## src/rtl/uart_arb_pkg.sv

```systemverilog
// Shared types for the two-source UART transmit arbiter.
// FSM state encoding and one-hot grant constants.
package uart_arb_pkg;

  typedef enum logic [1:0] {
    IDLE,
    START,
    WAIT_BUSY,
    WAIT_DONE
  } arb_state_t;

  localparam logic [1:0] GRANT_NONE = 2'b00;
  localparam logic [1:0] GRANT_0    = 2'b01;
  localparam logic [1:0] GRANT_1    = 2'b10;

endpackage

```

## src/rtl/uart_tx_arbiter_fifo.sv

```systemverilog
// byte_fifo: small circular byte queue with registered count.
// Head byte is shown combinationally; push and pop may coincide.
module byte_fifo #(
  parameter int DEPTH = 4,
  parameter int DW    = 8
) (
  input  logic                   clk,
  input  logic                   reset,
  input  logic                   push,
  input  logic [DW-1:0]          push_data,
  input  logic                   pop,
  output logic [DW-1:0]          pop_data,
  output logic [$clog2(DEPTH):0] count,
  output logic                   empty,
  output logic                   full
);

  localparam int AW = $clog2(DEPTH);
  localparam int CW = AW + 1;
  localparam logic [CW-1:0] FULL_CNT = CW'(DEPTH);

  logic [DW-1:0] mem_q [DEPTH];
  logic [DW-1:0] mem_d [DEPTH];
  logic [AW-1:0] wr_ptr_q, wr_ptr_d;
  logic [AW-1:0] rd_ptr_q, rd_ptr_d;
  logic [CW-1:0] count_q, count_d;
  logic          do_push;
  logic          do_pop;

  assign empty    = (count_q == '0);
  assign full     = (count_q == FULL_CNT);
  assign count    = count_q;
  assign pop_data = mem_q[rd_ptr_q];
  assign do_push  = push & ~full;
  assign do_pop   = pop & ~empty;

  // Next pointer/count/storage; pointers wrap naturally at DEPTH.
  always_comb begin
    mem_d    = mem_q;
    wr_ptr_d = wr_ptr_q;
    rd_ptr_d = rd_ptr_q;
    count_d  = count_q + CW'(do_push) - CW'(do_pop);
    if (do_push) begin
      mem_d[wr_ptr_q] = push_data;
      wr_ptr_d        = wr_ptr_q + AW'(1);
    end
    if (do_pop) begin
      rd_ptr_d = rd_ptr_q + AW'(1);
    end
  end

  // Storage and pointers; reset empties the queue.
  always_ff @(posedge clk or negedge reset) begin
    if (!reset) begin
      for (int i = 0; i < DEPTH; i++) begin
        mem_q[i] <= '0;
      end
      wr_ptr_q <= '0;
      rd_ptr_q <= '0;
      count_q  <= '0;
    end else begin
      mem_q    <= mem_d;
      wr_ptr_q <= wr_ptr_d;
      rd_ptr_q <= rd_ptr_d;
      count_q  <= count_d;
    end
  end

endmodule

```

## src/rtl/uart_tx_arbiter.sv

```systemverilog
// uart_tx_arbiter: two byte FIFOs sharing one UART transmitter.
// Define UART_ARB_RR_EN for round-robin; default is fixed priority.
module uart_tx_arbiter
  import uart_arb_pkg::*;
#(
  parameter int DEPTH = 4,
  parameter int DW    = 8
) (
  input  logic          clk,
  input  logic          reset,
  input  logic          req0_valid,
  input  logic [DW-1:0] req0_data,
  output logic          req0_ready,
  input  logic          req1_valid,
  input  logic [DW-1:0] req1_data,
  output logic          req1_ready,
  output logic          tx_start,
  output logic [DW-1:0] tx_data,
  input  logic          tx_busy,
  output logic [1:0]    grant
);

  localparam int CW = $clog2(DEPTH) + 1;
  localparam logic [CW-1:0] FULL_CNT = CW'(DEPTH);

  arb_state_t    state_q, state_d;
  logic [DW-1:0] tx_data_q, tx_data_d;
  logic [1:0]    grant_q, grant_d;

  logic [DW-1:0] head0, head1;
  logic [CW-1:0] cnt0, cnt1;
  logic          empty0, empty1;
  logic          full0, full1;
  logic          push0, push1;
  logic          pop0, pop1;
  logic          any_req;
  logic          pick1;

  // Ready comes from the registered count, so a same-cycle pop
  // never opens a slot early.
  assign req0_ready = (cnt0 != FULL_CNT);
  assign req1_ready = (cnt1 != FULL_CNT);
  assign push0      = req0_valid & ~full0;
  assign push1      = req1_valid & ~full1;
  assign any_req    = ~empty0 | ~empty1;

  byte_fifo #(
    .DEPTH (DEPTH),
    .DW    (DW)
  ) u_fifo0 (
    .clk       (clk),
    .reset     (reset),
    .push      (push0),
    .push_data (req0_data),
    .pop       (pop0),
    .pop_data  (head0),
    .count     (cnt0),
    .empty     (empty0),
    .full      (full0)
  );

  byte_fifo #(
    .DEPTH (DEPTH),
    .DW    (DW)
  ) u_fifo1 (
    .clk       (clk),
    .reset     (reset),
    .push      (push1),
    .push_data (req1_data),
    .pop       (pop1),
    .pop_data  (head1),
    .count     (cnt1),
    .empty     (empty1),
    .full      (full1)
  );

`ifdef UART_ARB_RR_EN
  logic last_q, last_d;

  // Source 1 wins alone, or when both wait and 0 won last time.
  always_comb begin
    pick1 = ~empty1 & (empty0 | ~last_q);
  end

  // Remember the most recent winner; reset favours source 0.
  always_ff @(posedge clk or negedge reset) begin
    if (!reset) begin
      last_q <= 1'b1;
    end else begin
      last_q <= last_d;
    end
  end
`else
  // Fixed priority: source 1 only wins when source 0 is empty.
  always_comb begin
    pick1 = ~empty1 & empty0;
  end
`endif

  // State and frame registers.
  always_ff @(posedge clk or negedge reset) begin
    if (!reset) begin
      state_q   <= IDLE;
      tx_data_q <= '0;
      grant_q   <= GRANT_NONE;
    end else begin
      state_q   <= state_d;
      tx_data_q <= tx_data_d;
      grant_q   <= grant_d;
    end
  end

  // Next-state: one frame at a time, fully drained before regrant.
  always_comb begin
    state_d = state_q;
    unique case (state_q)
      IDLE:      if (any_req) state_d = START;
      START:     state_d = WAIT_BUSY;
      WAIT_BUSY: if (tx_busy) state_d = WAIT_DONE;
      WAIT_DONE: if (!tx_busy) state_d = IDLE;
      default:   state_d = IDLE;
    endcase
  end

  // Outputs: pop the winner in IDLE, hold byte/grant until done.
  always_comb begin
    pop0      = 1'b0;
    pop1      = 1'b0;
    tx_data_d = tx_data_q;
    grant_d   = grant_q;
    tx_start  = (state_q == START);
`ifdef UART_ARB_RR_EN
    last_d    = last_q;
`endif
    unique case (state_q)
      IDLE: begin
        if (any_req) begin
          unique case (1'b1)
            pick1: begin
              pop1      = 1'b1;
              tx_data_d = head1;
              grant_d   = GRANT_1;
`ifdef UART_ARB_RR_EN
              last_d    = 1'b1;
`endif
            end
            default: begin
              pop0      = 1'b1;
              tx_data_d = head0;
              grant_d   = GRANT_0;
`ifdef UART_ARB_RR_EN
              last_d    = 1'b0;
`endif
            end
          endcase
        end
      end
      WAIT_DONE: begin
        if (!tx_busy) grant_d = GRANT_NONE;
      end
      default: begin
      end
    endcase
  end

  assign tx_data = tx_data_q;
  assign grant   = grant_q;

endmodule

```

## config.mk

```make
export PLATFORM = sky130hd
export DESIGN_NAME = uart_tx_arbiter
export DESIGN_NICKNAME = d
export VERILOG_FILES = /design/src/rtl/uart_arb_pkg.sv /design/src/rtl/uart_tx_arbiter_fifo.sv /design/src/rtl/uart_tx_arbiter.sv
export SDC_FILE = /design/constraint.sdc
export NUM_CORES = 1
export LEC_CHECK = 0
export CAP_MARGIN = 20
export CORE_ASPECT_RATIO = 1.1
export CORE_UTILIZATION = 60
export CTS_BUF_LIST = sky130_fd_sc_hd__clkbuf_8
export CTS_CLUSTER_SIZE = 12
export DETAILED_ROUTE_END_ITERATION = 10
export PLACE_DENSITY = 0.91
export SLEW_MARGIN = 20
export SYNTH_ARGS = -nofsm -noshare
export SYNTH_HDL_FRONTEND = slang
export SYNTH_SLANG_ARGS = --single-unit
```

## constraint.sdc

```tcl
create_clock -name clk -period 3.2 [get_ports clk]
set_clock_uncertainty 0.05 [all_clocks]
set_input_delay 0.96 -clock clk [delete_from_list [all_inputs] [get_ports clk]]
set_output_delay 0.96 -clock clk [all_outputs]
set_load 0.005 [all_outputs]
```

==> impl_metrics.json, run 1 <==
{
  "dieHeight_um": 90.1,
  "initial_utilization_pct": 63.1,
  "power.switching_mw": 1.61,
  "numPlacedInstances": 383,
  "dp_hpwl_um": 5240,
  "crit_required_ns": 2.19,
  "synth_nets": 315,
  "gr-total-overflow": 0,
  "yosys-top-cells-area": "dfrtp_1 53%, mux2_2 9.6%, mux2_1 8.5%, mux4_2 8.5%, ha_1 5.0%",
  "period_share_pct": 91.6,
  "maxSlewHeadroom_pct": 54.6,
  "wl_per_cell_um": 18.9,
  "vias": 2356,
  "antenna_cells": 0,
  "clkPwrFrac_pct": 14.6,
  "ios": 34,
  "h-tree-depth": 3,
  "grt_max_degree": 55,
  "vdd_drop_max_uv": 530,
  "first_global_vias": 2584,
  "nets": 352,
  "worst_pin_slew_ns": 0.681,
  "hp-class": "reg2reg",
  "yosysSeqAreaShare_pct": 53.2,
  "grt_pass1_wl_um": 12700,
  "synth.distinct_cells": 32,
  "power_per_cell_area_nw_per_um2": 1010,
  "synth_top_cell_by_area": "dfrtp_1",
  "hold_violations": 0,
  "p_leak_nw": 2.11,
  "area.growth.synth_to_final_pct": 14.1,
  "post_cts_buffers": 0,
  "syn-cell-area_um2": 4230,
  "dieArea_um2": 7390,
  "via_per_inst": 5.90,
  "final_cells": 399,
  "synth.top_cell.area_share_pct": 53.2,
  "worstRegToRegCells": 9,
  "arrival_ns": 1.92,
  "netSwitchingFraction_pct": 33.1,
  "cts_tree": "done",
  "finalSetupViolations": 0,
  "clk_pin_slew_ns": 0.09,
  "yosysWarnings": 0,
  "rows": 31,
  "fin_setup_tns_ns": 0,
  "synth_area_per_cell_um2": 15.4,
  "outcome": "completed",
  "wl_um": 7550,
  "grtUsageTotal_pct": 23.5,
  "holdPathStages": 1,
  "synth_seq_cells": 90,
  "cts_hold_buffers": 0,
  "cts_resized": 0,
  "power_frac_comb_pct": 40.3,
  "drt_first_pass_iters": 4,
  "antenna_found_initial": 0,
  "syn_inst": 275,
  "cts.path.max_buffers": 2,
  "start_kind": "register",
  "internal_power_mw": 3.25,
  "clock_latency_ns": 0.36,
  "clock-sinks": 90,
  "critical_path_class": "reg2out",
  "cts_made_buffers": 9,
  "min_period_ns": 2.93,
  "critPathMaxFanout": 6,
  "max_freq_mhz": 341,
  "p_seq_share_pct": 45.1,
  "port_buffers": 33,
  "clockRootBuffer": "clkbuf_8",
  "max-cap-violations": 0,
  "drive_gt1_share_pct": 26.2,
  "slew_violations": 0,
  "drcViolationCount": 0,
  "antenna_left": 0,
  "die_x_um": 82.1,
  "place_congestion": 0.723,
  "endpoint_kind": "output port",
  "rsz0062_at_grt": "no",
  "coreArea_um2": 6710,
  "drt_iter0_markers": 74
}
per-layer routing:
metal / wire [µm] / up-vias / track usage [%]
met5: 0 / - / 0
met4: 87 / 0 / 7.60
met3: 238 / 9 / 5.58
met2: 3840 / 38 / 37.1
met1: 3380 / 1228 / 31.8
li1: - / 1081 / -
stage by stage:
step	utilization [%]	hold WS [ns]	worst slack [ns]	power (mW)	cell area, µm²
after global routing	72.0	0.463	0.208	5.20	4830
after CTS	72.0	0.446	0.234	4.91	4830
after global placement	69.3	0.418	0.475	4.04	4650
after detailed placement	69.3	0.428	0.446	4.18	4650
final	72.0	0.445	0.270	4.86	4830
after floorplan	-	0.409	0.661	3.58	4230
area by class of cell:
cell class,instances,area (µm²)
Inverter,16,60.1
Timing Repair Buffer,37,370
Sequential cell,90,2250
Clock buffer,11,151
Clock inverter,5,30.0
Multi-Input combinational cell,158,1860
Tap cell,82,103
Fill cell,434,1880
cells in the mapped netlist:
library cell and number:
a21oi_1 2, a221o_1 8, a22o_1 1, and2_1 2
and3_1 8, buf_1 1, buf_2 6, buf_6 1
clkbuf_1 3, dfrtp_1 90, fa_1 2, ha_1 17
inv_1 16, mux2_1 32, mux2_2 36, mux2i_1 1
mux4_2 16, nand2_1 2, nand3_1 2, nand3_2 4
nand3_4 4, nor2b_1 1, nor3_1 1, nor4b_2 1
o21ai_2 1, o2bb2ai_1 2, o32a_1 1, or3_1 1
or3_4 1, or3b_1 2, xnor2_1 8, xor2_1 2
power groups by stage:
| stage | logic [mW] | registers [mW] | clock network, mW |
|---|---|---|---|
| 6_report | 1.96 | 2.19 | 0.711 |
| 5_1_grt | 2.15 | 2.28 | 0.768 |
| 4_1_cts | 1.98 | 2.20 | 0.722 |
| 3_5_place_dp | 1.97 | 2.21 | 0 |
| 3_3_place_gp | 1.87 | 2.17 | 0 |
| 2_1_floorplan | 1.59 | 1.99 | 0 |
worst max-delay path, stage by stage, from the launching register on:
cell and delay [ns]:
dfrtp_1 0.45, or3b_1 0.58, clkdlybuf4s50_1 0.53
cell families after synthesis:
logic type / count (synthesis) / share of synthesized area [%]
DFF: 90 / 53.2
muxes: 85 / 26.8
and+or+nand+nor: 29 / 5.94
buffers and inverters: 27 / 2.75
adders and majority gates: 19 / 5.97
AOI/OAI and AO/OA: 15 / 3.19
xor gates and xnor gates: 10 / 2.07
cell usage in the layout, fill, tap and decap left out, types with 8 or more instances in the layout:
cell,count
dfrtp_1,90
mux2_2,36
mux2_1,32
clkdlybuf4s50_1,32
inv_1,17
ha_1,17
mux4_2,16
clkbuf_8,11
xnor2_1,8
and3_1,8
a221o_1,8
path summary, 6_finish.rpt:
path	to	start	slack, ns
min in group asynchronous	u_fifo1.mem_q[6]	reset	0.59
hold reg to reg	u_fifo0.mem_q[13]	u_fifo0.mem_q[13]	0.45
setup reg to reg	u_fifo0.count[2]	u_fifo0.count[2]	0.64
setup / recovery	req0_ready	u_fifo0.count[1]	0.27
hold / removal	u_fifo0.mem_q[13]	u_fifo0.mem_q[13]	0.45
max in group asynchronous	u_fifo0.mem_q[23]	reset	1.87
state kept, by name, indices dropped and copies added, names as in the netlist:
| signal | flops |
|---|---|
| grant | 2 |
| u_fifo0.count | 3 |
| state_q | 2 |
| u_fifo1.mem_q | 32 |
| u_fifo1.count | 3 |
| u_fifo1.rd_ptr_q | 2 |
| tx_data | 8 |
| u_fifo0.rd_ptr_q | 2 |
| u_fifo1.wr_ptr_q | 2 |
| u_fifo0.wr_ptr_q | 2 |
| u_fifo0.mem_q | 32 |
Note: power is estimated with default switching activity, not from simulation.
==> inputs of run 2 (changes only) <==
--- a/config.mk
+++ b/config.mk
@@ -7,5 +7,6 @@
 export LEC_CHECK = 0
+export ABC_AREA = 1
 export CAP_MARGIN = 20
 export CORE_ASPECT_RATIO = 1.1
-export CORE_UTILIZATION = 60
+export CORE_UTILIZATION = 50
 export CTS_BUF_LIST = sky130_fd_sc_hd__clkbuf_8
@@ -13,3 +14,3 @@
 export DETAILED_ROUTE_END_ITERATION = 10
-export PLACE_DENSITY = 0.91
+export PLACE_DENSITY = 0.79
 export SLEW_MARGIN = 20
==> constraint.sdc (replaced) <==
create_clock -name clk -period 3.2 [get_ports clk]
set_clock_uncertainty 0.05 [all_clocks]
set_input_delay 0.64 -clock clk [delete_from_list [all_inputs] [get_ports clk]]
set_output_delay 0.64 -clock clk [all_outputs]
set_load 0.005 [all_outputs]
==> run 2 against run 1 <==
  * Flip-flop and latch count unchanged
  * Routed wire length is 18% higher
  * Core utilization is 13 points lower
  * Largest power group is now combinational logic
==> impl_metrics.json, run 2 <==
{
  "cts_made_buffers": 9,
  "post_cts_buffers": 0,
  "clockRootBuffer": "clkbuf_8",
  "maxSlewHeadroom_pct": 45.6,
  "vias": 3434,
  "critPathMaxStageDelay_ns": 0.49,
  "yosys-top-cells-area": "dfrtp_1 51%, nand2_1 18%, o21ai_1 5.8%, ha_1 4.8%, nand3_1 4.2%",
  "max_freq_mhz": 453,
  "antenna_cells": 0,
  "coreArea_um2": 8500,
  "ios": 34,
  "gr-total-overflow": 0,
  "nets": 590,
  "period_share_pct": 69.0,
  "cts.path.max_buffers": 2,
  "dieHeight_um": 101,
  "drive_gt1_share_pct": 9.37,
  "min_period_ns": 2.21,
  "grtUsageTotal_pct": 21.2,
  "endpoint_kind": "output port",
  "synth_common_cells": "215 x nand2_1, 90 x dfrtp_1, 52 x o21ai_1",
  "clk_pin_slew_ns": 0.09,
  "async_flop_share_pct": 100,
  "synth.top_cell.area_share_pct": 50.5,
  "postLayoutCoreUtil_pct": 59.1,
  "finalSetupViolations": 0,
  "wl_um": 8940,
  "initial_utilization_pct": 52.5,
  "wl_per_cell_um": 13.4,
  "synth_nets": 561,
  "dieArea_um2": 9300,
  "finalPower_mw": 5.13,
  "critPathMaxFanout": 4,
  "h-tree-depth": 3,
  "grt_max_degree": 91,
  "p_leak_nw": 2.59,
  "yosysSeqAreaShare_pct": 50.5,
  "cts_tree": "done",
  "port_buffers": 33,
  "area.growth.synth_to_final_pct": 12.7,
  "yosysWarnings": 0,
  "synth-edff-count": 0,
  "synth.distinct_cells": 26,
  "cts_resized": 0,
  "grt_pass1_wl_um": 15400,
  "r2r_slack_ns": 1.02,
  "worst_pin_slew_ns": 0.816,
  "fin_setup_tns_ns": 0,
  "outcome": "completed",
  "fillerInstances": 719,
  "slew_violations": 0,
  "synth_top_cell_by_area": "dfrtp_1",
  "crit_chain": "inv_1 > ha_1 > clkdlybuf4s50_1",
  "first_global_vias": 3393,
  "cts_hold_buffers": 0,
  "clock_latency_ns": 0.36,
  "synth_seq_cells": 90,
  "syn-cell-area_um2": 4460,
  "antenna_found_initial": 0,
  "drcViolationCount": 0,
  "hp-class": "in2async",
  "arrival_ns": 1.52,
  "die_x_um": 92.0,
  "slowest_stage": "clkdlybuf4s50_1",
  "via_per_inst": 5.16,
  "power_per_cell_area_nw_per_um2": 1020,
  "clock-sinks": 90,
  "max-cap-violations": 0,
  "rsz0062_at_grt": "no",
  "drt_iter0_markers": 254,
  "mostFrequentLayoutCells": "215 x nand2_1, 90 x dfrtp_1, 52 x o21ai_1, 37 x nand3_1, 36 x inv_1",
  "start_kind": "register",
  "layout.area.seq_um2": 2250,
  "drt_first_pass_iters": 5,
  "syn_inst": 521,
  "ys.flop_type": "dfrtp_1",
  "place_congestion": 0.790,
  "critical_path_class": "reg2out",
  "fin_area_um2": 5020,
  "dp_hpwl_um": 5860,
  "synth.most_common_cell": "nand2_1",
  "synth_area_per_cell_um2": 8.55,
  "vdd_drop_max_uv": 458,
  "layout_commonest_cell": "nand2_1",
  "rows": 35,
  "place_area_um2": 4800,
  "hold_violations": 0,
  "antenna_left": 0,
  "crit_required_ns": 2.51,
  "multi_input_area_um2": 1900
}
run 2: cell types whose count changed after synthesis, moves of 11 or more:
cell and change:
nand2_1 +213, o21ai_1 +52, mux2_2 -36, nand3_1 +35, mux2_1 -32, inv_1 +20, mux4_2 -16, nand2_4 +11
run 2: worst max-delay path: cells and delay by family, from the launching register on:
family	cells	cell delay [ns]
buffers and inverters	2	0.60
flip-flops	1	0.42
adder cells (fa/ha/maj)	1	0.15
run 2: final timing paths:
| kind | depth (start not counted) | from | end |
|---|---|---|---|
| setup / recovery | 3 | state_q[1] | tx_start |
| hold / removal | 1 | reset | u_fifo1.mem_q[3] |
| setup reg to reg | 9 | state_q[0] | u_fifo1.count[2] |
| hold reg to reg | 2 | u_fifo1.mem_q[12] | u_fifo1.mem_q[12] |
| max in group asynchronous | 1 | reset | grant[1] |
| min in group clk | 2 | u_fifo1.mem_q[12] | u_fifo1.mem_q[12] |
run 2: cell families (layout without fill, tap and decap cells):
kind of cell,after synthesis,count (layout),synth area share [%]
AO/OA/AOI/OAI,66,66,8.17
XOR/XNOR,8,8,1.57
adder cells (fa/ha/maj),19,19,5.67
buffers and inverters,59,93,6.82
flip-flops,90,90,50.5
AND/OR/NAND/NOR,279,279,27.2
run 2: layer usage:
layer | GRT usage (%) | routed length (µm)
met5 | 0 | 0
met4 | 9.98 | 226
met3 | 4.15 | 391
met2 | 33.8 | 4300
met1 | 28.1 | 4020
run 2: final cells by class:
type                    count  share of cell area (%)
flip-flops and latches     90                    44.9
well taps                 111                    2.77
repair buffers             34                    6.75
clock inverters             7                    1.84
inverters                  43                    3.46
clock buffers               9                    2.47
multi-input cells         372                    37.9
run 2: where the power goes:
group          leakage (nW)  internal, mW  switching, mW
sequential             1.12          1.68          0.394
clock                 0.113         0.440          0.404
combinational          1.35         0.887           1.32
total                  2.59          3.01           2.12
run 2: through the flow:
step / setup slack, ns / hold WS [ns] / cells
6_report: 0.993 / 0.259 / 666
5_1_grt: 0.890 / 0.357 / 666
4_1_cts: 0.972 / 0.439 / 666
3_5_place_dp: 0.994 / 0.418 / 650
3_3_place_gp: 1.03 / 0.409 / 650
2_1_floorplan: 1.16 / 0.294 / 521
==> inputs of run 3 (changes only) <==
Settings changed: PLACE_DENSITY 0.79 to 0.82.
Clock period 3.2 ns to 1.9 ns, I/O delays scaled along.
==> run 3 against run 2 <==
  * The flow now finishes with violations (hold timing, setup timing)
  * Clock-buffer cell count increased by 2
  * Critical endpoint is now u_fifo1.count[2]
  * Largest cell class unchanged
  * Highest routed layer unchanged
  * Non-clock buffer count up 20
  * Core utilization grew 3.0 points
  * First-iteration DRC count shrank 11%
==> impl_metrics.json, run 3 (same netlist as run 2, synthesis figures left out) <==
{
  "crit_cells": 10,
  "mostFrequentLayoutCells": "214 x nand2_1, 90 x dfrtp_1, 52 x o21ai_1, 37 x nand3_1",
  "fin_area_um2": 5270,
  "grtUsageTotal_pct": 22.2,
  "netSwitchingFraction_pct": 41.1,
  "antenna_cells": 0,
  "p_seq_share_pct": 36.6,
  "outcome": "complete, but fails checks",
  "dieArea_um2": 9300,
  "crit_required_ns": 2.09,
  "clock-sinks": 90,
  "holdWs_ns": -0.0102,
  "coreArea_um2": 8500,
  "power_per_cell_area_nw_per_um2": 1760,
  "start_kind": "register",
  "cpMostUsedCell": "ha_4",
  "vdd_drop_max_uv": 628,
  "max_freq_mhz": 521,
  "antenna_found_initial": 0,
  "internal_power_mw": 5.45,
  "place_area_um2": 4940,
  "rows": 35,
  "vias": 3586,
  "layout_commonest_cell": "nand2_1",
  "drt_iter0_markers": 225,
  "drcViolationCount": 0,
  "drt_first_pass_iters": 5,
  "ios": 34,
  "power.switching_mw": 3.81,
  "dp_hpwl_um": 6140,
  "antenna_left": 0,
  "worst_pin_slew_ns": 0.509,
  "cts_hold_buffers": 0,
  "grt_pass1_wl_um": 16000,
  "arrival_ns": 2.11,
  "hold_violations": 10,
  "cts.path.max_buffers": 2,
  "violations": "hold timing, setup timing",
  "critPathMaxFanout": 3,
  "dieHeight_um": 101,
  "clk_pin_slew_ns": 0.09,
  "gr-total-overflow": 0,
  "wl_um": 9680,
  "area.growth.synth_to_final_pct": 18.3,
  "critPathMaxStageDelay_ns": 0.40,
  "crit_chain": "nor2_2 > nand2_2 > inv_2 > nand2_4 > nor2_4 > ha_4 > inv_4 > ha_4 > fa_2 > xor2_1",
  "max-cap-violations": 0,
  "h-tree-depth": 3,
  "p_leak_nw": 2.69,
  "cts_made_buffers": 9,
  "via_per_inst": 5.23,
  "worstRegToRegCells": 10,
  "slew_violations": 0,
  "initial_utilization_pct": 52.5,
  "maxSlewHeadroom_pct": 66.0,
  "min_period_ns": 1.92,
  "period_share_pct": 101,
  "rsz0062_at_grt": "yes",
  "critPathBufInv": 2,
  "hp-class": "in2async",
  "cpLargestDelayFamily": "adder cells",
  "clkPwrFrac_pct": 16.0,
  "place_congestion": 0.766,
  "worst_slack_ns": -0.0194,
  "wl_per_cell_um": 14.1,
  "finalSetupViolations": 2,
  "grt_max_degree": 91,
  "critical_path_class": "reg2reg",
  "power_frac_comb_pct": 47.4,
  "drive_gt1_share_pct": 15.5,
  "first_global_vias": 3437,
  "clock_latency_ns": 0.36,
  "clockRootBuffer": "clkbuf_8",
  "port_buffers": 33,
  "die_x_um": 92.0,
  "slowest_stage": "dfrtp_1",
  "nets": 610,
  "endpoint_kind": "register",
  "cts_tree": "done"
}
run 3: cell count changes in the layout (fill, tap and decap cells not counted), sizes merged:
cell           change
buf               +20
clkdlybuf4s50      -3
dlygate4sd2        +3
clkbuf             +2
clkinv             -2
run 3: path summary, 6_finish.rpt:
path	start	to	slack [ns]
max reg2reg	u_fifo0.count[2]	u_fifo1.count[2]	-0.02
min reg2reg	grant[0]	grant[0]	0.44
max	u_fifo0.count[2]	u_fifo1.count[2]	-0.02
min in group clk	grant[0]	grant[0]	0.44
max in group asynchronous	reset	u_fifo0.mem_q[22]	1.44
min	reset	u_fifo1.mem_q[11]	-0.01
run 3: stage by stage:
step                      utilization [%]  setup slack, ns  power, mW  std cells   TNS, ns
after global routing                 62.1          -0.0761       10.0        686    -0.193
after global placement               58.1           0.0319       7.27        665         0
after CTS                            61.1         -0.00815       9.07        682  -0.00815
final                                62.1          -0.0194       9.26        686   -0.0325
after floorplan                         -          -0.0172       6.27        521   -0.0172
after detailed placement             58.1          -0.0448       7.49        665   -0.0841
run 3: repair_timing:
action / 4_1_cts / 5_1_grt
gates resized for setup: 9 / 12
setup buffers: 1 / 4
endpoints found under the hold margin: 0 / 0
pin swaps: 4 / 9
setup endpoints to repair: 6 / 4
run 3: power by group through the flow:
stage                     Combinational (mW)  Sequential (mW)  Clock [mW]
after global placement                  3.93             3.34           0
after CTS                               4.20             3.37        1.50
after detailed placement                4.10             3.40           0
after floorplan                         3.00             3.28           0
final                                   4.39             3.39        1.48
after global routing                    4.99             3.49        1.55
run 3: worst register-to-register path: stages (launching register included):
cell     delay, ns
dfrtp_1       0.40
nor2_2        0.12
nand2_2       0.10
inv_2         0.10
nand2_4       0.06
nor2_4        0.15
ha_4          0.16
inv_4         0.03
ha_4          0.14
fa_2          0.33
xor2_1        0.16
run 3: routing by layer:
| metal | track usage [%] | wire, µm |
|---|---|---|
| met2 | 34.2 | 4710 |
| met1 | 30.5 | 4150 |
| met4 | 10.7 | 278 |
| met5 | 0 | 0 |
| met3 | 3.85 | 533 |
run 3: area by class of cell:
class,count,area [µm²]
clock buffer,11,151
clock inverter,5,77.6
fill,705,3220
inverter,43,179
multi-input combinational,372,1980
sequential,90,2250
tap,111,139
timing repair buffer,54,494
